===== config.mk =====
export PLATFORM = sky130hd
export DESIGN_NAME = rca_config_table
export DESIGN_NICKNAME = d
export VERILOG_FILES = /design/src/rtl/rca_config_table_pkg.sv /design/src/rtl/rca_config_table_sequencer.sv /design/src/rtl/rca_config_table.sv
export SDC_FILE = /design/constraint.sdc
export NUM_CORES = 1
export LEC_CHECK = 0
export ABC_AREA = 1
export BUFFER_PORTS_ARGS = -buffer_cell sky130_fd_sc_hd__buf_2
export CAP_MARGIN = 10
export CORE_MARGIN = 10
export CORE_UTILIZATION = 45
export CTS_BUF_LIST = sky130_fd_sc_hd__clkbuf_16
export DETAILED_ROUTE_END_ITERATION = 7
export SLEW_MARGIN = 20
export SYNTH_ARGS = -nofsm -noshare
export SYNTH_HDL_FRONTEND = slang
export SYNTH_HIERARCHICAL = 1
export SYNTH_SLANG_ARGS = --single-unit

===== constraint.sdc =====
create_clock -name clk -period 8.65 [get_ports clk]
set_input_delay 1.2975 -clock clk [delete_from_list [all_inputs] [get_ports clk]]
set_output_delay 1.2975 -clock clk [all_outputs]
set_load 0.05 [all_outputs]

===== src/rtl/rca_config_table_pkg.sv =====
// Shared types and default geometry for the RCA port-mapping table and its
// operand sequencer.
package rca_config_table_pkg;

    localparam int unsigned NUM_RCAS        = 4;
    localparam int unsigned NUM_READ_PORTS  = 5;
    localparam int unsigned NUM_WRITE_PORTS = 5;
    localparam int unsigned REG_ADDR_W      = 5;

    localparam int unsigned RCA_ID_W   = $clog2(NUM_RCAS);
    localparam int unsigned MAX_PORTS  = (NUM_READ_PORTS > NUM_WRITE_PORTS) ?
                                         NUM_READ_PORTS : NUM_WRITE_PORTS;
    localparam int unsigned PORT_SEL_W = $clog2(MAX_PORTS);

    // One mapping: a port of an RCA bound to an architectural register.
    typedef struct packed {
        logic                  valid;
        logic [REG_ADDR_W-1:0] addr;
    } rca_port_entry_t;

    typedef enum logic [1:0] {
        SEQ_IDLE,
        SEQ_ISSUE,
        SEQ_DONE
    } seq_state_t;

endpackage


===== src/rtl/rca_config_table_sequencer.sv =====
// Source-operand sequencer: on a use request it snapshots the mapped source
// ports of one RCA and streams them lowest port first, one beat per handshake.
module rca_operand_sequencer #(
    parameter  int unsigned NUM_RCAS       = rca_config_table_pkg::NUM_RCAS,
    parameter  int unsigned NUM_READ_PORTS = rca_config_table_pkg::NUM_READ_PORTS,
    parameter  int unsigned REG_ADDR_W     = rca_config_table_pkg::REG_ADDR_W,
    parameter  int unsigned PORT_SEL_W     = rca_config_table_pkg::PORT_SEL_W,
    localparam int unsigned RCA_ID_W       = $clog2(NUM_RCAS)
) (
    input  logic                                 clk,
    input  logic                                 rst,
    input  logic                                 use_valid,
    input  logic [RCA_ID_W-1:0]                  use_rca,
    output logic                                 use_ready,
    output logic [RCA_ID_W-1:0]                  row_rca,
    input  logic [NUM_READ_PORTS-1:0]            row_valid,
    input  logic [NUM_READ_PORTS*REG_ADDR_W-1:0] row_addr,
    output logic                                 busy,
    output logic [RCA_ID_W-1:0]                  seq_rca,
    output logic                                 rd_valid,
    input  logic                                 rd_ready,
    output logic [PORT_SEL_W-1:0]                rd_port,
    output logic [REG_ADDR_W-1:0]                rd_addr,
    output logic                                 rd_last,
    output logic                                 seq_done
);
    import rca_config_table_pkg::*;

    seq_state_t                state;
    logic [NUM_READ_PORTS-1:0] mask;
    logic [NUM_READ_PORTS-1:0] next_mask;
    logic [PORT_SEL_W-1:0]     row_pick;
    logic [PORT_SEL_W-1:0]     next_pick;
    logic [REG_ADDR_W-1:0]     row_pick_addr;
    logic [REG_ADDR_W-1:0]     next_pick_addr;
    logic                      row_found;
    logic                      next_found;

    assign use_ready = (state == SEQ_IDLE);
    assign rd_valid  = (state == SEQ_ISSUE);
    assign seq_done  = (state == SEQ_DONE);
    assign busy      = (state != SEQ_IDLE);

    // Table row index, remaining-port mask and lowest-port priority picks.
    // The row follows use_rca while idle so the snapshot and first beat can
    // be captured on the accepting edge; afterwards it follows the latched RCA.
    always_comb begin
        row_rca        = (state == SEQ_IDLE) ? use_rca : seq_rca;
        next_mask      = mask;
        row_pick       = '0;
        next_pick      = '0;
        row_found      = 1'b0;
        next_found     = 1'b0;
        row_pick_addr  = '0;
        next_pick_addr = '0;
        for (int unsigned i = 0; i < NUM_READ_PORTS; i++) begin
            if (PORT_SEL_W'(i) == rd_port) next_mask[i] = 1'b0;
        end
        for (int unsigned i = 0; i < NUM_READ_PORTS; i++) begin
            if (row_valid[i] && !row_found) begin
                row_pick  = PORT_SEL_W'(i);
                row_found = 1'b1;
            end
            if (next_mask[i] && !next_found) begin
                next_pick  = PORT_SEL_W'(i);
                next_found = 1'b1;
            end
        end
        for (int unsigned i = 0; i < NUM_READ_PORTS; i++) begin
            if (PORT_SEL_W'(i) == row_pick)
                row_pick_addr = row_addr[i*REG_ADDR_W +: REG_ADDR_W];
            if (PORT_SEL_W'(i) == next_pick)
                next_pick_addr = row_addr[i*REG_ADDR_W +: REG_ADDR_W];
        end
    end

    // Sequencer FSM; the beat outputs are registered one step ahead so each
    // beat is presented the cycle after the accept or the previous handshake.
    always_ff @(posedge clk) begin
        if (rst) begin
            state   <= SEQ_IDLE;
            mask    <= '0;
            seq_rca <= '0;
            rd_port <= '0;
            rd_addr <= '0;
            rd_last <= 1'b0;
        end else begin
            case (state)
                SEQ_IDLE: begin
                    if (use_valid) begin
                        seq_rca <= use_rca;
                        mask    <= row_valid;
                        rd_port <= row_pick;
                        rd_addr <= row_pick_addr;
                        rd_last <= $onehot(row_valid);
                        state   <= (row_valid != '0) ? SEQ_ISSUE : SEQ_DONE;
                    end
                end
                SEQ_ISSUE: begin
                    if (rd_ready) begin
                        mask <= next_mask;
                        if (rd_last) begin
                            rd_last <= 1'b0;
                            state   <= SEQ_DONE;
                        end else begin
                            rd_port <= next_pick;
                            rd_addr <= next_pick_addr;
                            rd_last <= $onehot(next_mask);
                        end
                    end
                end
                SEQ_DONE: begin
                    state <= SEQ_IDLE;
                end
                default: begin
                    state <= SEQ_IDLE;
                end
            endcase
        end
    end

endmodule


===== src/rtl/rca_config_table.sv =====
// Per-RCA source/destination port-mapping tables with config decode, the
// operand sequencer for use instructions, and the writeback lookup.
module rca_config_table #(
    parameter  int unsigned NUM_RCAS        = rca_config_table_pkg::NUM_RCAS,
    parameter  int unsigned NUM_READ_PORTS  = rca_config_table_pkg::NUM_READ_PORTS,
    parameter  int unsigned NUM_WRITE_PORTS = rca_config_table_pkg::NUM_WRITE_PORTS,
    parameter  int unsigned REG_ADDR_W      = rca_config_table_pkg::REG_ADDR_W,
    parameter  int unsigned PORT_SEL_W      = rca_config_table_pkg::PORT_SEL_W,
    localparam int unsigned RCA_ID_W        = $clog2(NUM_RCAS)
) (
    input  logic                  clk,
    input  logic                  rst,
    input  logic                  cfg_valid,
    output logic                  cfg_ready,
    input  logic [RCA_ID_W-1:0]   cfg_rca,
    input  logic [PORT_SEL_W-1:0] cfg_port,
    input  logic                  cfg_is_dst,
    input  logic [REG_ADDR_W-1:0] cfg_reg,
    input  logic                  cfg_clear,
    output logic                  cfg_err,
    input  logic                  use_valid,
    output logic                  use_ready,
    input  logic [RCA_ID_W-1:0]   use_rca,
    output logic                  rd_valid,
    input  logic                  rd_ready,
    output logic [PORT_SEL_W-1:0] rd_port,
    output logic [REG_ADDR_W-1:0] rd_addr,
    output logic                  rd_last,
    output logic                  seq_done,
    input  logic [RCA_ID_W-1:0]   wb_rca,
    input  logic [PORT_SEL_W-1:0] wb_port,
    output logic [REG_ADDR_W-1:0] wb_addr,
    output logic                  wb_hit
);
    import rca_config_table_pkg::*;

    // Table entries use the shared entry type, whose address field is fixed
    // by the package.
    if (REG_ADDR_W != rca_config_table_pkg::REG_ADDR_W) begin : g_entry_width_check
        $error("REG_ADDR_W must match rca_config_table_pkg::REG_ADDR_W");
    end

    rca_port_entry_t src_tbl [NUM_RCAS][NUM_READ_PORTS];
    rca_port_entry_t dst_tbl [NUM_RCAS][NUM_WRITE_PORTS];

    logic                                 cfg_fire;
    logic                                 port_ok;
    logic                                 busy;
    logic [RCA_ID_W-1:0]                  seq_rca;
    logic [RCA_ID_W-1:0]                  row_rca;
    logic [NUM_READ_PORTS-1:0]            row_valid;
    logic [NUM_READ_PORTS*REG_ADDR_W-1:0] row_addr;

    // Config handshake: block the RCA owned by a running sequence, and give a
    // same-cycle use request priority over a config to the same RCA.
    always_comb begin
        if (busy) cfg_ready = (seq_rca != cfg_rca);
        else      cfg_ready = !(use_valid && (use_rca == cfg_rca));
        port_ok  = cfg_is_dst ? (32'(cfg_port) < NUM_WRITE_PORTS)
                              : (32'(cfg_port) < NUM_READ_PORTS);
        cfg_fire = cfg_valid && cfg_ready;
    end

    // Table writes and per-RCA clears; out-of-range ports leave tables untouched.
    always_ff @(posedge clk) begin
        if (rst) begin
            for (int unsigned r = 0; r < NUM_RCAS; r++) begin
                for (int unsigned p = 0; p < NUM_READ_PORTS; p++)  src_tbl[r][p] <= '0;
                for (int unsigned p = 0; p < NUM_WRITE_PORTS; p++) dst_tbl[r][p] <= '0;
            end
        end else if (cfg_fire) begin
            for (int unsigned r = 0; r < NUM_RCAS; r++) begin
                if (RCA_ID_W'(r) == cfg_rca) begin
                    if (cfg_clear) begin
                        for (int unsigned p = 0; p < NUM_READ_PORTS; p++)  src_tbl[r][p].valid <= 1'b0;
                        for (int unsigned p = 0; p < NUM_WRITE_PORTS; p++) dst_tbl[r][p].valid <= 1'b0;
                    end else if (cfg_is_dst) begin
                        for (int unsigned p = 0; p < NUM_WRITE_PORTS; p++)
                            if (PORT_SEL_W'(p) == cfg_port)
                                dst_tbl[r][p] <= '{valid: 1'b1, addr: cfg_reg};
                    end else begin
                        for (int unsigned p = 0; p < NUM_READ_PORTS; p++)
                            if (PORT_SEL_W'(p) == cfg_port)
                                src_tbl[r][p] <= '{valid: 1'b1, addr: cfg_reg};
                    end
                end
            end
        end
    end

    // One-cycle error pulse for an accepted non-clear request with a bad port.
    always_ff @(posedge clk) begin
        if (rst) cfg_err <= 1'b0;
        else     cfg_err <= cfg_fire && !cfg_clear && !port_ok;
    end

    // Source row presented to the sequencer.
    always_comb begin
        row_valid = '0;
        row_addr  = '0;
        for (int unsigned r = 0; r < NUM_RCAS; r++) begin
            if (RCA_ID_W'(r) == row_rca) begin
                for (int unsigned p = 0; p < NUM_READ_PORTS; p++) begin
                    row_valid[p]                         = src_tbl[r][p].valid;
                    row_addr[p*REG_ADDR_W +: REG_ADDR_W] = src_tbl[r][p].addr;
                end
            end
        end
    end

    // Writeback destination lookup; ports past NUM_WRITE_PORTS never hit.
    always_comb begin
        wb_hit  = 1'b0;
        wb_addr = '0;
        for (int unsigned r = 0; r < NUM_RCAS; r++) begin
            if (RCA_ID_W'(r) == wb_rca) begin
                for (int unsigned p = 0; p < NUM_WRITE_PORTS; p++) begin
                    if (PORT_SEL_W'(p) == wb_port) begin
                        wb_hit  = dst_tbl[r][p].valid;
                        wb_addr = dst_tbl[r][p].addr;
                    end
                end
            end
        end
    end

    rca_operand_sequencer #(
        .NUM_RCAS       (NUM_RCAS),
        .NUM_READ_PORTS (NUM_READ_PORTS),
        .REG_ADDR_W     (REG_ADDR_W),
        .PORT_SEL_W     (PORT_SEL_W)
    ) u_seq (
        .clk       (clk),
        .rst       (rst),
        .use_valid (use_valid),
        .use_rca   (use_rca),
        .use_ready (use_ready),
        .row_rca   (row_rca),
        .row_valid (row_valid),
        .row_addr  (row_addr),
        .busy      (busy),
        .seq_rca   (seq_rca),
        .rd_valid  (rd_valid),
        .rd_ready  (rd_ready),
        .rd_port   (rd_port),
        .rd_addr   (rd_addr),
        .rd_last   (rd_last),
        .seq_done  (seq_done)
    );

endmodule


* Yosys cells after proc, flatten, opt, wreduce, memory -nomap -nowiden *
Memory sizes are Yosys's and may differ from the RTL's.
Index checks and enable logic that the tools add are counted.

storage, ports and cells
  memories = 2
  memory bits (writable) = 240
  input port bits = 24
  logic and storage cells = 649
  register bits = 19
  output and inout port bits = 20

memories
  name     depth  width  read ports  clocked after memory_dff  wr ports  RTL line                source
  dst_tbl  4      30     4           0                         4         rca_config_table.sv:44  rca_port_entry_t dst_tbl [NUM_RCAS][NUM_WRITE_PORTS];
  src_tbl  4      30     4           0                         4         rca_config_table.sv:43  rca_port_entry_t src_tbl [NUM_RCAS][NUM_READ_PORTS];

cells by class
  reductions and logical operators = 39
  $lt $le $gt $ge = 1
  eq/ne operators = 39
  add/subtract/negate cells = 8
  bitwise operators = 120
  muxes and demuxes = 433

operators with widths
  kind                                                   count
  two-way mux 5 bit                                      83
  two-way mux 1 bit                                      327
  bitwise OR 1 bit                                       120
  two-way mux 25 bit                                     4
  equality test 2 x 3 -> 1 bit, first input constant     10
  case mux 5 bit (2 select lines)                        2
  two-way mux 2 bit                                      9
  equality test 1 x 3 -> 1 bit, first input constant     5
  equality test 3 bit, first input constant              5
  zero test 3 bit                                        5
  two-way mux 3 bit                                      5
  equality test 2 bit, first input constant              6
  logical AND 1 bit                                      12
  zero test 1 bit                                        11
  adder 1 x 1 -> 2 bit                                   4
  zero test 2 bit                                        4
  adder 3 x 1 -> 3 bit                                   2
  adder 3 bit                                            2
  equality test 1 x 2 -> 1 bit, first input constant     3
  equality test 3 x 1 -> 1 bit, second input constant    2
  case mux 3 bit (2 select lines)                        1
  AND reduction 3 bit                                    2
  nonzero test 5 bit                                     1
  inequality test 2 x 1 -> 1 bit, second input constant  2
  other kinds (11)                                       13

* Longest topological paths before layout *
  depth in word-level cells = 28
  mapped depth = 27
  gate-level depth less buffers = 27

* Modules after synthesis *
The synthesis kept the hierarchy.

by module, submodules not included
  module                 cells each  instances  area an instance (µm²)  sequential area each (µm²)
  rca_config_table       1195        1          11267.1                 7186.9
  rca_operand_sequencer  264         1          1675.4                  360.3

* Worst setup path before layout *
OpenSTA, ideal clock, no wires.

  path kind = input -> output
  from = input port wb_port[1]
  to = output port wb_addr[1]
  arrival = 3.118 ns
  path buffers = 0
  required time = 7.352 ns
  stages = 27
  slack = 4.234 ns
  cell sequence = nor2_2 > nand2_4 > inv_4 > nand2_1 > nand2_1 > a21oi_1 > nand3_1 > nand3b_1 > nand2_1 > nand2_1 > nand2_1 > nand2_1 > nand2_1 > nand2_1 > nand2_1 > nand2_1 > nand2_1 > nand2_1 > nand2_1 > nand2_1 > nand2_1 > nand2_1 > nand2_1 > nand2_1 > nand2_1 > nand2_1 > nand2_1

between the ends
  longest elaborated chain between the ends = 25
  elaborated cells between the ends (all ways) = 29
  those cells by class = eq/ne (4); mux (24); reduce/logical (1)

ends and longest elaborated chain
  element                          RTL line                 source
  start: declaration               rca_config_table.sv:31   input logic [PORT_SEL_W-1:0] wb_port,
  zero test 3 bit                  rca_config_table.sv:118  if (PORT_SEL_W'(p) == wb_port) begin
  two-way mux 5 bit (5 in series)  rca_config_table.sv:118
  two-way mux 5 bit                rca_config_table.sv:116  if (RCA_ID_W'(r) == wb_rca) begin
  two-way mux 5 bit (5 in series)  rca_config_table.sv:118
  two-way mux 5 bit                rca_config_table.sv:116
  two-way mux 5 bit (5 in series)  rca_config_table.sv:118
  two-way mux 5 bit                rca_config_table.sv:116
  two-way mux 5 bit (5 in series)  rca_config_table.sv:118
  two-way mux 5 bit (*)            rca_config_table.sv:116
  end: declaration                 rca_config_table.sv:32   output logic [REG_ADDR_W-1:0] wb_addr,

Mark *: on every way between the ends. The rest lies on a longest branch, timed or not.

* Final worst setup path *
  from = input port wb_port[0]
  to = output port wb_addr[3]

The elaborated chain is that of the path after synthesis.

==> results by stage <==
Status:
- The flow ran to the end, and the final reports show no timing, DRC or antenna violations.

Drt:
- Once detail routing completed, the nets flagged for antenna violations numbered 0.
- After detailed routing, the number of vias per cell comes to about 5.4.
- The DRC violation count after routing is 0.
- The detailed-router iteration count before antenna repair is 7.
- Summed over all layers, the routed wires come to 36.2 mm.
- After the first detailed-routing iteration, the DRC count stood at between 1,000 and 1,500.
- The count of vias placed by the detailed router is slightly above 10,000.
- The routed length per placed instance is between 15 and 20 µm.

Yosys:
- The number of synthesized flops with an enable pin is roughly 240.
- The number of cells produced by synthesis is roughly 1,500.
- The share of synthesized area in the top cell type comes to 0.548.
- The synthesized area is 12,900 µm².
- The most instantiated flip-flop cell in the synthesis netlist is edfxtp_1.
- Sorting the synthesized cells by area gives the leading types as edfxtp_1 55%, nand2_1 10%, nor2_1 7.6%, inv_1 5.0%, dfxtp_1 3.6%.
- The number of nets handed over by synthesis was around 1,500.
- The number of warnings reported in the yosys synthesis log is 6.
- The post-synthesis area per instance is about 9 µm².
- Of all flip-flops after synthesis, the portion carrying an async set or reset was 0.
- The sequential cell area fraction in the yosys report is 0.583.
- The flip-flop and latch count after synthesis is approximately 260.
- The biggest area consumer among synthesized cells is edfxtp_1.
- The number of distinct library cells after synthesis is 45.

Floorplan:
- Measured along the x axis, the die boundary spans roughly 190 µm.
- The starting density of the core is 0.453.
- The standard cell core area is 28,500 µm².
- 44 I/O pins were placed.
- The floorplan step set the die height to approximately 190 µm.
- The die covers between 30,000 and 40,000 µm².
- The number of placement rows is 62.

Placement:
- The half-perimeter wire length of the detailed placement result is ~25 mm.
- During placement, the flow inserted port buffers numbering 43.
- The setup slack after placement is approximately 3.0 ns.
- The final RePlAce weighted congestion is 0.880.

Hold path:
- The worst hold path cell count is 2.
- The kind of path behind the tightest hold check is flip-flop to flip-flop.
- The worst hold path terminates at src_tbl[2][29].
- The worst hold path begins at src_tbl[2][29].

CTS:
- CTS saw between 200 and 300 sinks.
- TritonCTS built the clock tree.
- In this run, post-CTS hold repair placed 0 buffers.
- Counting the buffers created by CTS gives 28.
- The number of setup buffers added after CTS is 0.
- The post-cts sizing count is 0.
- The clock reaches the later pin of the worst-skew pair after approximately 0.54 ns.
- The cell sitting at the root of the clock tree is a clkbuf_16.
- The clock passes through at most 3 buffers.
- CTS built an H-tree with a depth of 1.
- The clock-pin slew of the registers on the worst-case setup and hold paths is around 0.060 ns.

Setup path:
- The kind of end point of the critical path is a primary output.
- Setup slack on the worst reg-to-reg path comes out at between 3 and 4 ns.
- STA classifies the critical path startpoint as an input port.
- The beginning of the worst register-to-register path is u_seq/state[0].
- The worst path required time is 7.35 ns.
- In this run the critical register-to-register path is captured at u_seq/rd_addr[4].
- The worst-path maximum fanout is 26.
- The cell depth of the worst flop-to-flop path is 19.
- The critical path class is input port to primary output.
- The data arrival time of the critical path is approximately 4.5 ns.

Cells and area:
- The count of inserted antenna diode cells is 0.
- The area added between synthesis and finish is 10.6%.
- Of the cells placed in the final design, the portion with a size suffix greater than 1 is 0.100.
- The number of nets in the layout is 1,522.

Pwr:
- The power per standard cell area is ~260 nW/µm².
- IR analysis of the VDD net gives a maximum drop of ~0.15 mV.
- In this run the static leakage power is ~6 nW.

Run:
- Across the run, the number of max-cap violations was 0.

STA:
- The clock period could shrink to about 5.8 ns.
- Headroom to the max-slew limit came out at 0.227.
- For the pin with the worst max-slew slack, the measured transition is between 1 and 1.5 ns.
- Across all setup checks in the final design, the least slack found is ~2.9 ns.
- The worst setup skew after layout is roughly 0.0077 ns.
- Dividing the final minimum period by the clock period gives 0.665.
- The total negative slack for setup checks is 0 ns.
- The top achievable clock speed is between 0.15 and 0.2 GHz.
- The number of hold violations in the final report was 0.
- Setup repair after global routing left no endpoint under its margin.
- The final count of negative-setup-slack endpoints is 0.
- The count of final max-slew check failures was 0.

GRT:
- The number of antenna violations at the first check in global routing is 0.
- The largest net degree at the start of global routing is 50.
- For this run, the total global-route usage over all layers was measured as 0.199.
- The wire length of the first global-routing pass is approximately 56 mm.
- The number of global-route vias before repair came to slightly below 10,000.
- The remaining global-route overflow is 0.
==> through the flow <==
stage               utilization  instance area (µm²)  hold slack (ns)  power (mW)  std cells
finish                    0.501                14300            0.462        3.66       1890
global route              0.501                14300            0.484        3.86       1890
CTS                       0.501                14300            0.458        3.68       1890
detailed placement        0.472                13500            0.441        2.58       1840
global placement          0.472                13500            0.433        2.57       1840
floorplan                     -                12900            0.419        2.27       1459
==> sequential cells by signal (all words and copies together), names as in the netlist <==
name,count
dst_tbl,120
src_tbl,120
u_seq/mask,5
u_seq/rd_addr,5
u_seq/rd_port,3
u_seq/seq_rca,2
u_seq/state,2
cfg_err,1
u_seq/rd_last,1
==> logic make-up after synthesis <==
logic type | after synthesis | share of synthesized area
and+or+nand+nor | 781 | 0.254
buffers and inverters | 253 | 0.0773
xor gates and xnor gates | 2 | 0.00135
adders and majority gates | 12 | 0.0139
DFF | 259 | 0.583
AOI/OAI and AO/OA | 152 | 0.0705
==> worst max path at each step <==
stage,to,start,cells past startpoint
floorplan,wb_addr[1],wb_port[1],27
global placement,wb_addr[1],wb_port[0],27
detailed placement,wb_addr[1],wb_port[0],27
CTS,wb_addr[0],wb_port[0],27
global route,wb_addr[1],wb_port[0],27
finish,wb_addr[3],wb_port[0],27
==> cells in the final DEF, fill, tap and decap left out, drive strengths merged, types with 12 or more instances in the layout <==
master,Yosys,layout
nor2,270,270
buf,22,56
a21oi,42,42
dfxtp,23,23
nand3,81,81
clkbuf,37,29
o21ai,69,69
clkinv,3,13
a221oi,24,24
nand4,31,31
nor3,12,12
edfxtp,236,236
inv,191,201
nand2,369,369
==> per-layer routing <==
| layer | global-route usage | routed length [µm] | up-vias |
|---|---|---|---|
| met5 | 0 | 0 | - |
| met1 | 0.287 | 16100 | 4801 |
| li1 | - | - | 4864 |
| met3 | 0.0346 | 3230 | 49 |
| met4 | 0.0491 | 690 | 0 |
| met2 | 0.305 | 16200 | 417 |
==> Yosys cell counts (2+ instances only) <==
cell,instances
nand2_1,359
nor2_1,261
edfxtp_1,236
inv_1,173
nand3_1,80
o21ai_0,60
a21oi_1,39
clkbuf_1,37
nand4_1,29
a221oi_1,24
dfxtp_1,23
inv_2,17
buf_2,12
nor3_1,12
or2_2,9
a31oi_1,8
ha_1,8
o21ai_1,8
nand2_2,6
nand3b_1,6
nor2_2,5
buf_1,4
fa_1,4
nand2_4,4
nor2_4,4
a21oi_2,3
buf_4,3
buf_6,3
clkinv_1,3
nand4_2,2
nor4_1,2
o22ai_1,2
==> worst max-delay path: stages <==
cell and delay (ns):
buf_2 0.13, inv_2 0.14, nand3_2 0.53, inv_2 0.54
nand2_1 0.11, nand4_2 0.14, nand3_1 0.09, nand3_1 0.07
nand2_1 0.05, nand2_1 0.05, nand2_1 0.04, nand2_1 0.05
nand2_1 0.06, nand2_1 0.10, nand2_1 0.06, nand2_1 0.10
nand2_1 0.07, nand2_1 0.06, nand2_1 0.04, nand2_1 0.08
nand2_1 0.05, nand2_1 0.08, nand2_1 0.07, nand2_1 0.06
nand2_1 0.04, nand2_1 0.04, buf_2 0.25
==> where the power goes <==
part | switching [mW] | internal, mW
clock | 0.473 | 0.629
combinational | 0.787 | 0.288
sequential | 0.0383 | 1.45
==> cell type report <==
| class | instances | area [µm²] |
|---|---|---|
| Fill cell | 2748 | 14200 |
| Inverter | 194 | 731 |
| Multi-Input combinational cell | 947 | 4400 |
| Timing Repair Buffer | 56 | 313 |
| Tap cell | 384 | 480 |
| Clock inverter | 21 | 116 |
| Sequential cell | 259 | 7550 |
| Clock buffer | 29 | 726 |
No activity file was read; power rests on OpenSTA's default activity.
